`config.mk`:
```
export PLATFORM = sky130hd
export DESIGN_NAME = module_encoder
export DESIGN_NICKNAME = d
export VERILOG_FILES = /design/src/rtl/module_encoder.sv
export SDC_FILE = /design/constraint.sdc
export NUM_CORES = 1
export LEC_CHECK = 0
export BUFFER_PORTS_ARGS = -buffer_cell sky130_fd_sc_hd__buf_2
export CELL_PAD_IN_SITES_DETAIL_PLACEMENT = 2
export CELL_PAD_IN_SITES_GLOBAL_PLACEMENT = 2
export CORE_ASPECT_RATIO = 1.5
export CORE_MARGIN = 2
export CORE_UTILIZATION = 36
export DETAILED_ROUTE_END_ITERATION = 12
export HOLD_SLACK_MARGIN = 0.12
export PLACE_DENSITY = 0.95
export SETUP_SLACK_MARGIN = 0.3
export SKIP_LAST_GASP = 1
export SLEW_MARGIN = 40
export SYNTH_ARGS = -nofsm -noshare
export SYNTH_HDL_FRONTEND = slang
export SYNTH_SLANG_ARGS = --single-unit
```
`constraint.sdc`:
```
create_clock -name clk80 -period 6.9 [get_ports clk80]
set_input_delay 2.07 -clock clk80 [delete_from_list [all_inputs] [get_ports clk80]]
set_output_delay 2.07 -clock clk80 [all_outputs]
set_load 0.005 [all_outputs]
```
`src/rtl/module_encoder.sv`:
```
// module_encoder: emits one TBM module readout as a framed 4-bit nibble stream with handshaked pixel source
module module_encoder #(
  parameter int IDLE_GAP = 4
) (
  input  logic        clk80,
  input  logic        reset,
  input  logic        davail,
  input  logic        start,
  input  logic [7:0]  event_no,
  input  logic [7:0]  hdr_stat,
  input  logic [7:0]  trl_stat,
  input  logic [3:0]  roc_count,
  input  logic [1:0]  roc_bits,
  input  logic        src_valid,
  input  logic        src_eor,
  input  logic [23:0] src_data,
  output logic        src_ready,
  output logic [3:0]  dout,
  output logic        dvalid,
  output logic        busy,
  output logic        underrun,
  output logic        frame_done
);
  typedef enum logic [2:0] {IDLE, THDR, RHDR, PIX, TTRL, GAP} state_t;
  localparam logic [7:0] GAP_LAST = 8'(IDLE_GAP - 1);
  state_t      state_q, state_d;
  logic [7:0]  n_q, n_d;
  logic [3:0]  dout_q, dout_d;
  logic        dvalid_q, busy_q, busy_d, underrun_q, underrun_d, frame_done_q, frame_done_d;
  logic [3:0]  cnt_q, cnt_d, rc_q, rc_d;
  logic [1:0]  rb_q, rb_d;
  logic [7:0]  ev_q, ev_d, hs_q, hs_d, ts_q, ts_d;
  logic [23:0] hold_q, hold_d;
  logic [31:0] w;
  logic [7:0]  last;
  logic [2:0]  sh;
  logic [3:0]  nib;
  logic        last_hit, more;
  // Nibble table of the current state: right-aligned word plus index of its last nibble
  always_comb begin
    w = 32'hFFFF_FFFF;
    last = 8'd0;
    unique case (state_q)
      THDR: begin w = {4'hF, 12'h7FC, ev_q, hs_q}; last = 8'd6; end
      RHDR: begin w = {20'hFFFFF, 8'h7F, 2'b10, rb_q}; last = 8'd2; end
      PIX:  begin w = {8'hFF, hold_q}; last = 8'd5; end
      TTRL: begin w = {4'hF, 12'h7FE, ts_q[7] | underrun_q, ts_q[6:0], 8'h00}; last = 8'd6; end
      GAP:  last = GAP_LAST;
      default: ;
    endcase
    sh = last[2:0] - n_q[2:0];
    nib = w[{sh, 2'b00} +: 4];
    last_hit = (n_q == last);
    more = ({1'b0, cnt_q} + 5'd1) < {1'b0, rc_q};
  end
  // Frame sequencing: start acceptance, per-davail advance and the pop-point decisions
  always_comb begin
    state_d = state_q;
    n_d = n_q;
    dout_d = dout_q;
    busy_d = busy_q;
    underrun_d = underrun_q;
    frame_done_d = 1'b0;
    cnt_d = cnt_q;
    rc_d = rc_q;
    rb_d = rb_q;
    ev_d = ev_q;
    hs_d = hs_q;
    ts_d = ts_q;
    hold_d = hold_q;
    src_ready = 1'b0;
    if (start && !busy_q) begin
      state_d = THDR;
      n_d = 8'd0;
      busy_d = 1'b1;
      underrun_d = 1'b0;
      cnt_d = 4'd0;
      rc_d = roc_count;
      rb_d = roc_bits;
      ev_d = event_no;
      hs_d = hdr_stat;
      ts_d = trl_stat;
    end else if (davail && state_q != IDLE) begin
      dout_d = nib;
      n_d = last_hit ? 8'd0 : n_q + 8'd1;
      if (last_hit) begin
        unique case (state_q)
          THDR: state_d = (rc_q != 4'd0) ? RHDR : TTRL;
          RHDR, PIX: begin
            src_ready = src_valid && !reset;
            underrun_d = underrun_q | ~src_valid;
            hold_d = (src_valid && !src_eor) ? src_data : hold_q;
            cnt_d = (src_valid && src_eor) ? cnt_q + 4'd1 : cnt_q;
            state_d = !src_valid ? TTRL : !src_eor ? PIX : more ? RHDR : TTRL;
          end
          TTRL: begin state_d = GAP; frame_done_d = 1'b1; end
          GAP:  begin state_d = IDLE; busy_d = 1'b0; end
          default: ;
        endcase
      end
    end
  end
  // State and registered outputs
  always_ff @(posedge clk80) begin
    if (reset) begin
      state_q <= IDLE;
      n_q <= 8'd0;
      dout_q <= 4'hF;
      dvalid_q <= 1'b0;
      busy_q <= 1'b0;
      underrun_q <= 1'b0;
      frame_done_q <= 1'b0;
      cnt_q <= 4'd0;
      rc_q <= 4'd0;
      rb_q <= 2'd0;
      ev_q <= 8'd0;
      hs_q <= 8'd0;
      ts_q <= 8'd0;
      hold_q <= 24'd0;
    end else begin
      state_q <= state_d;
      n_q <= n_d;
      dout_q <= dout_d;
      dvalid_q <= davail;
      busy_q <= busy_d;
      underrun_q <= underrun_d;
      frame_done_q <= frame_done_d;
      cnt_q <= cnt_d;
      rc_q <= rc_d;
      rb_q <= rb_d;
      ev_q <= ev_d;
      hs_q <= hs_d;
      ts_q <= ts_d;
      hold_q <= hold_d;
    end
  end
  assign dout = dout_q;
  assign dvalid = dvalid_q;
  assign busy = busy_q;
  assign underrun = underrun_q;
  assign frame_done = frame_done_q;
endmodule

```
==> Word-level counts from Yosys, hierarchy flattened <==
Cells that the tools add are included.
{ "op_classes": {"magnitude_cmp": 1, "reduce_logical": 26, "div": 0, "n_mux": 20, "n_eq_ne": 6, "multipliers": 0, "n_addsub": 4, "bitwise_logic": 6, "n_shift": 1} }
{ "op_table": {"columns": ["operator", "n"], "rows": [
  ["28-bit case mux with 4 select lines", 1],
  ["32-bit by 6-bit variable part select with 4-bit output", 1],
  ["3-bit case mux with 4 select lines", 2],
  ["1-bit 2-to-1 mux", 12],
  ["3-bit 2-to-1 mux", 4],
  ["3-bit AND reduction", 4],
  ["8-bit by 1-bit adder with 8-bit output (second input constant)", 1],
  ["8-bit == test", 1],
  ["8-bit 2-to-1 mux", 1],
  ["4-bit nonzero test", 2],
  ["3-bit by 2-bit == test with 1-bit output (second input constant)", 2],
  ["3-bit == test (second input constant)", 2],
  ["2-bit nonzero test", 3],
  ["2-bit OR reduction", 3],
  ["4-bit by 1-bit adder with 5-bit output (second input constant)", 1],
  ["1-bit logical AND", 5],
  ["5-bit by 4-bit < comparator with 1-bit output", 1],
  ["5-bit AND reduction", 1],
  ["5-bit nonzero test", 1],
  ["4-bit by 1-bit adder with 4-bit output (second input constant)", 1],
  ["1-bit inverter", 4],
  ["4-bit AND reduction", 1],
  ["4-bit OR reduction", 1],
  ["3-bit by 1-bit == test with 1-bit output (second input constant)", 1],
  ["other kinds (5)", 8]
]} }
{ "totals": {"latch_bits": 0, "in_bits": 60, "wordCells": 79, "memories": 0, "register_bits": 77, "mem_bits_ro": 0, "ramBits": 0} }

==> Longest topological paths before layout <==
{ "logic_depth": {"depth_word": 9, "ltp_mapped": 16, "ltp_nobuf": 13} }

==> Least setup slack after synthesis <==
Ideal clock, no wire load.
{ "synth_timing": {"kind": "input to output", "startpoint": "input davail", "endpoint": "output src_ready", "required_ps": 4830, "setup_slack_ps": 1998, "path_buffers": 1, "arrival_ps": 2832, "stages": 5, "path_cell_list": "o31a_1 buf_2 nand3_1 a21o_2 nor3_1"} }
{ "synth_via": {"elab_chain_len": 3} }
{ "synth_rtl": {"columns": ["item", "line", "rtl"], "rows": [
  ["from (decl)", "7", "input logic davail,"],
  ["1-bit logical AND", "83", "end else if (davail && state_q != IDLE) begin"],
  ["1-bit 2-to-1 mux", "83", null],
  ["1-bit 2-to-1 mux", "72", "if (start && !busy_q) begin"],
  ["to (decl)", "17", "output logic src_ready,"]
]} }
Every way passes these cells.

==> Worst setup path in the final report <==
{ "layout_timing": {"startpoint": "register state_q[2]", "endpoint": "output src_ready"} }
{ "layout_via": {"elab_chain_len": 7, "elab_cells_between_ends": 15} }
{ "layout_rtl": {"columns": ["item", "line", "rtl"], "rows": [
  ["from (decl)", "26", "state_t state_q, state_d;"],
  ["from (signal assigned)", "121", "state_q <= state_d;"],
  ["3-bit == test or 3-bit by 1-bit == test with 1-bit output (tied branches)", "43", "unique case (state_q)"],
  ["2-bit OR reduction (no source line)", null, null],
  ["3-bit case mux with 4 select lines", "43", null],
  ["8-bit == test", "53", "last_hit = (n_q == last);"],
  ["1-bit 2-to-1 mux", "86", "if (last_hit) begin"],
  ["1-bit 2-to-1 mux (*)", "83", null],
  ["1-bit 2-to-1 mux (*)", "72", null]
]} }
Every way passes the cells marked *; elsewhere a longest branch is shown, timed or not.

==> Implementation_results.wiki <==
{| class="wikitable"
! Metric !! Value
|-
| Result of the run || completed
|-
| Area growth syn-to-layout || 18.2%
|-
| Residual antenna-violating net count after detailed routing || 0
|-
| Sink of the worst hold path || hold_q[1]
|-
| IO Count || 69
|-
| Leading cell type in the layout, fill and taps excluded || nand2_1
|-
| Routed length on met2 || around 8400 µm
|-
| First DRT Iteration DRCs || 150
|-
| Buffers added on ports || between 60 and 70
|-
| Commonest non-fill, non-tap cells in the layout || 107 x nand2_1, 76 x dfxtp_1, 68 x buf_2
|-
| Vias after detailed routing || 3800
|-
| Post-synth net total || approximately 550
|-
| Total of warnings raised by yosys || 0
|-
| Static leakage power || between 0.0015 and 0.002 µW
|-
| Startpoint-to-endpoint class of the critical path || reg2out
|-
| Maximum fanout along the worst path || 22
|-
| Post-route setup TNS || 0 ns
|-
| P per Cell Area || roughly 230 nW/µm²
|-
| Cells after synthesis || 479
|-
| Number of global-route vias before repair || 4307
|-
| Later-pin clock latency in the skew report || around 0.35 ns
|-
| CP Data Arrival Time || 4.01 ns
|-
| First-pass GRT wire length || approximately 24000 µm
|-
| TritonCTS clock tree || built
|-
| Worst min-delay path startpoint || hold_q[1]
|-
| Overflow after GRT || 0
|-
| Detail Placement HPWL || about 11000 µm
|-
| Hold path cells || 2
|-
| Uppermost layer routed || met4
|-
| Total routing resource utilization after global routing || between 20% and 30%
|-
| Maximum number of pins on one net before global-route repair || between 60 and 70
|-
| Area of the die || between 10000 and 15000 µm²
|-
| Horizontal extent of the die || ~90 µm
|-
| Post-synth design cell area || approximately 4000 µm²
|-
| Actual transition at the worst max-transition pin || about 0.82 ns
|-
| Reg2reg path depth || 11
|-
| Clock skew || around 0.0043 ns
|-
| Final Max Slew Viols || 0
|-
| CTS sink cnt || 77
|-
| Max Fclk || 0.164 GHz
|-
| Endpoint type of the worst setup path || output port
|-
| Row Count || 47
|-
| Endpoint of the most critical register-to-register path || state_q[2]
|-
| Antenna fix cells || 0
|-
| Final count of negative-setup-slack endpoints || 0
|-
| Max Cap Viol || 0
|-
| Crit path launch type || flip-flop
|-
| Number of iterations in the first detailed-routing pass || 4
|-
| Flip-flop and latch count after synthesis || 77
|-
| Layout cells sized above 1 || about 28%
|-
| Worst-case hold slack || 0.457 ns
|-
| Routed vias/inst || around 5.6
|-
| Final Hold Vio Count || 0
|-
| H-tree level count || 3
|-
| Final weighted congestion in routability-driven placement || between 0.9 and 1
|-
| Post-route minimum period || roughly 6.1 ns
|-
| Most used flip-flop cell after synthesis || dfxtp_1
|-
| Share of synthesized registers carrying an async set or reset || 0%
|-
| Number of hold-repair buffers added at the cts stage || 0
|-
| Root buffer selected by CTS || clkbuf_16
|-
| Post CTS Setup Buffer Count || 0
|-
| Met1 wire length || 5580 µm
|-
| Number of antenna violations at the first check in global routing || 0
|-
| Worst IR drop on VDD || around 0.11 mV
|-
| Final Cycle Share || 88.2%
|-
| Standard cell core area || 11000 µm²
|-
| Proportion of synthesized chip area in sequential cells || 38.2%
|-
| Worst-path clk slew || 0.06 ns
|-
| Detailed-route wire length per cell || 22.1 µm
|-
| Slew HR || about 45%
|-
| Internal reg-to-reg setup slack || ~2.6 ns
|-
| WP data required || 4.83 ns
|-
| Count of flip-flops with a built-in enable after synthesis || 0
|-
| Height of the die || between 100 and 150 µm
|-
| Initial standard-cell utilization of the core || a little under two fifths
|-
| Worst r2r src || state_q[2]
|-
| Post-cts resize count || 0
|-
| Final Routed Wirelength || around 15000 µm
|-
| Max Root-Sink Buffers || 2
|-
| DRC violations left || 0
|-
| Final-stage net count || between 600 and 700
|-
| Mapped Avg Cell Area || around 8.4 µm²
|-
| Met3 wire length || around 440 µm
|-
| Synth cell types || 67
|-
| Class of the worst hold path || reg2reg
|-
| Unrepaired setup endpoints after global routing || no
|-
| Number of buffers added by the clock tree synthesis step || 9
|}
state kept, by name, indices dropped and copies added (netlist names), 2 cells and up:
signal,count
rb_q,2
hs_q,8
ts_q,8
rc_q,4
state_q,3
n_q,8
dout,4
hold_q,24
cnt_q,4
ev_q,8
cell families after synthesis:
logic type / share of synthesized area, %
AND/OR/NAND/NOR: 23.2
AO/OA/AOI/OAI: 22.6
flip-flops: 38.2
XOR/XNOR: 3.56
multiplexers: 4.06
buffers and inverters: 5.11
adder cells (fa/ha/maj): 3.29
cells in the mapped netlist (2+ instances only):
| cell | n | area [µm²] |
|---|---|---|
| a2111o_1 | 2 | 22.5 |
| a211oi_1 | 6 | 45.0 |
| a21boi_0 | 2 | 15.0 |
| a21oi_1 | 47 | 235 |
| a21oi_2 | 20 | 175 |
| a221o_1 | 4 | 40.0 |
| a22oi_1 | 5 | 37.5 |
| a31o_2 | 3 | 26.3 |
| a31oi_1 | 2 | 12.5 |
| and3_1 | 6 | 37.5 |
| buf_2 | 6 | 30.0 |
| buf_6 | 5 | 56.3 |
| clkbuf_1 | 20 | 75.1 |
| dfxtp_1 | 77 | 1540 |
| ha_1 | 9 | 113 |
| inv_1 | 10 | 37.5 |
| mux2_2 | 3 | 33.8 |
| mux2i_1 | 4 | 40.0 |
| mux4_2 | 4 | 90.1 |
| nand2_1 | 107 | 402 |
| nand2_2 | 20 | 125 |
| nand2b_1 | 4 | 25.0 |
| nand3_1 | 3 | 15.0 |
| nand3b_1 | 2 | 15.0 |
| nand4_1 | 5 | 31.3 |
| nor2_1 | 22 | 82.6 |
| nor2b_1 | 7 | 43.8 |
| nor3_1 | 8 | 40.0 |
| o211ai_1 | 5 | 37.5 |
| o21ai_0 | 9 | 45.0 |
| o31a_1 | 2 | 17.5 |
| o31ai_1 | 3 | 22.5 |
| or3_1 | 3 | 18.8 |
| xnor2_1 | 6 | 52.6 |
| xor2_1 | 6 | 52.6 |
worst max path at each step:
stage | depth (start not counted) | to | startpoint
after global routing | 11 | src_ready | state_q[2]
final | 11 | src_ready | state_q[2]
after detailed placement | 11 | src_ready | state_q[2]
after floorplan | 5 | src_ready | davail
after global placement | 6 | src_ready | davail
after CTS | 11 | src_ready | state_q[2]
layout make-up:
type                    instances  area [µm²]
inverters                      11        41.3
clock buffers                  11         253
repair buffers                 74         398
flip-flops and latches         77        1540
fillers                      1264        6230
clock inverters                 5        58.8
well taps                     147         184
multi-input cells             359        2290
worst max-delay path, stage by stage (launching register included):
cell	delay, ns
dfxtp_1	0.47
inv_1	0.26
ha_1	0.45
inv_1	0.21
nor3_1	0.19
o21ai_0	0.11
ha_1	0.83
and4bb_2	0.39
nand3_1	0.15
a21o_2	0.29
nor3_1	0.15
buf_2	0.15
stage by stage:
stage / setup slack, ns / instances / area (µm²) / utilization (%) / power (µW)
2_1_floorplan: 2.00 / 479 / 4040 / - / 567
3_3_place_gp: 1.54 / 667 / 4440 / 40.3 / 611
3_5_place_dp: 1.33 / 667 / 4440 / 40.3 / 621
4_1_cts: 0.845 / 683 / 4750 / 43.2 / 1120
5_1_grt: 0.557 / 684 / 4770 / 43.4 / 1150
6_report: 0.816 / 684 / 4770 / 43.4 / 1120
per-layer routing:
layer,vias up,global-route usage (%)
met4,0,13.9
met1,1884,26.1
met5,-,0
met3,40,4.30
li1,1781,-
met2,95,49.5
report_power, final:
part	leakage [µW]	switching [µW]	total (µW)	internal, µW
clock	0.000148	196	496	300
sequential	0.000626	16.2	475	459
combinational	0.000974	90.0	145	54.6
Note: power is estimated with default switching activity, not from simulation.
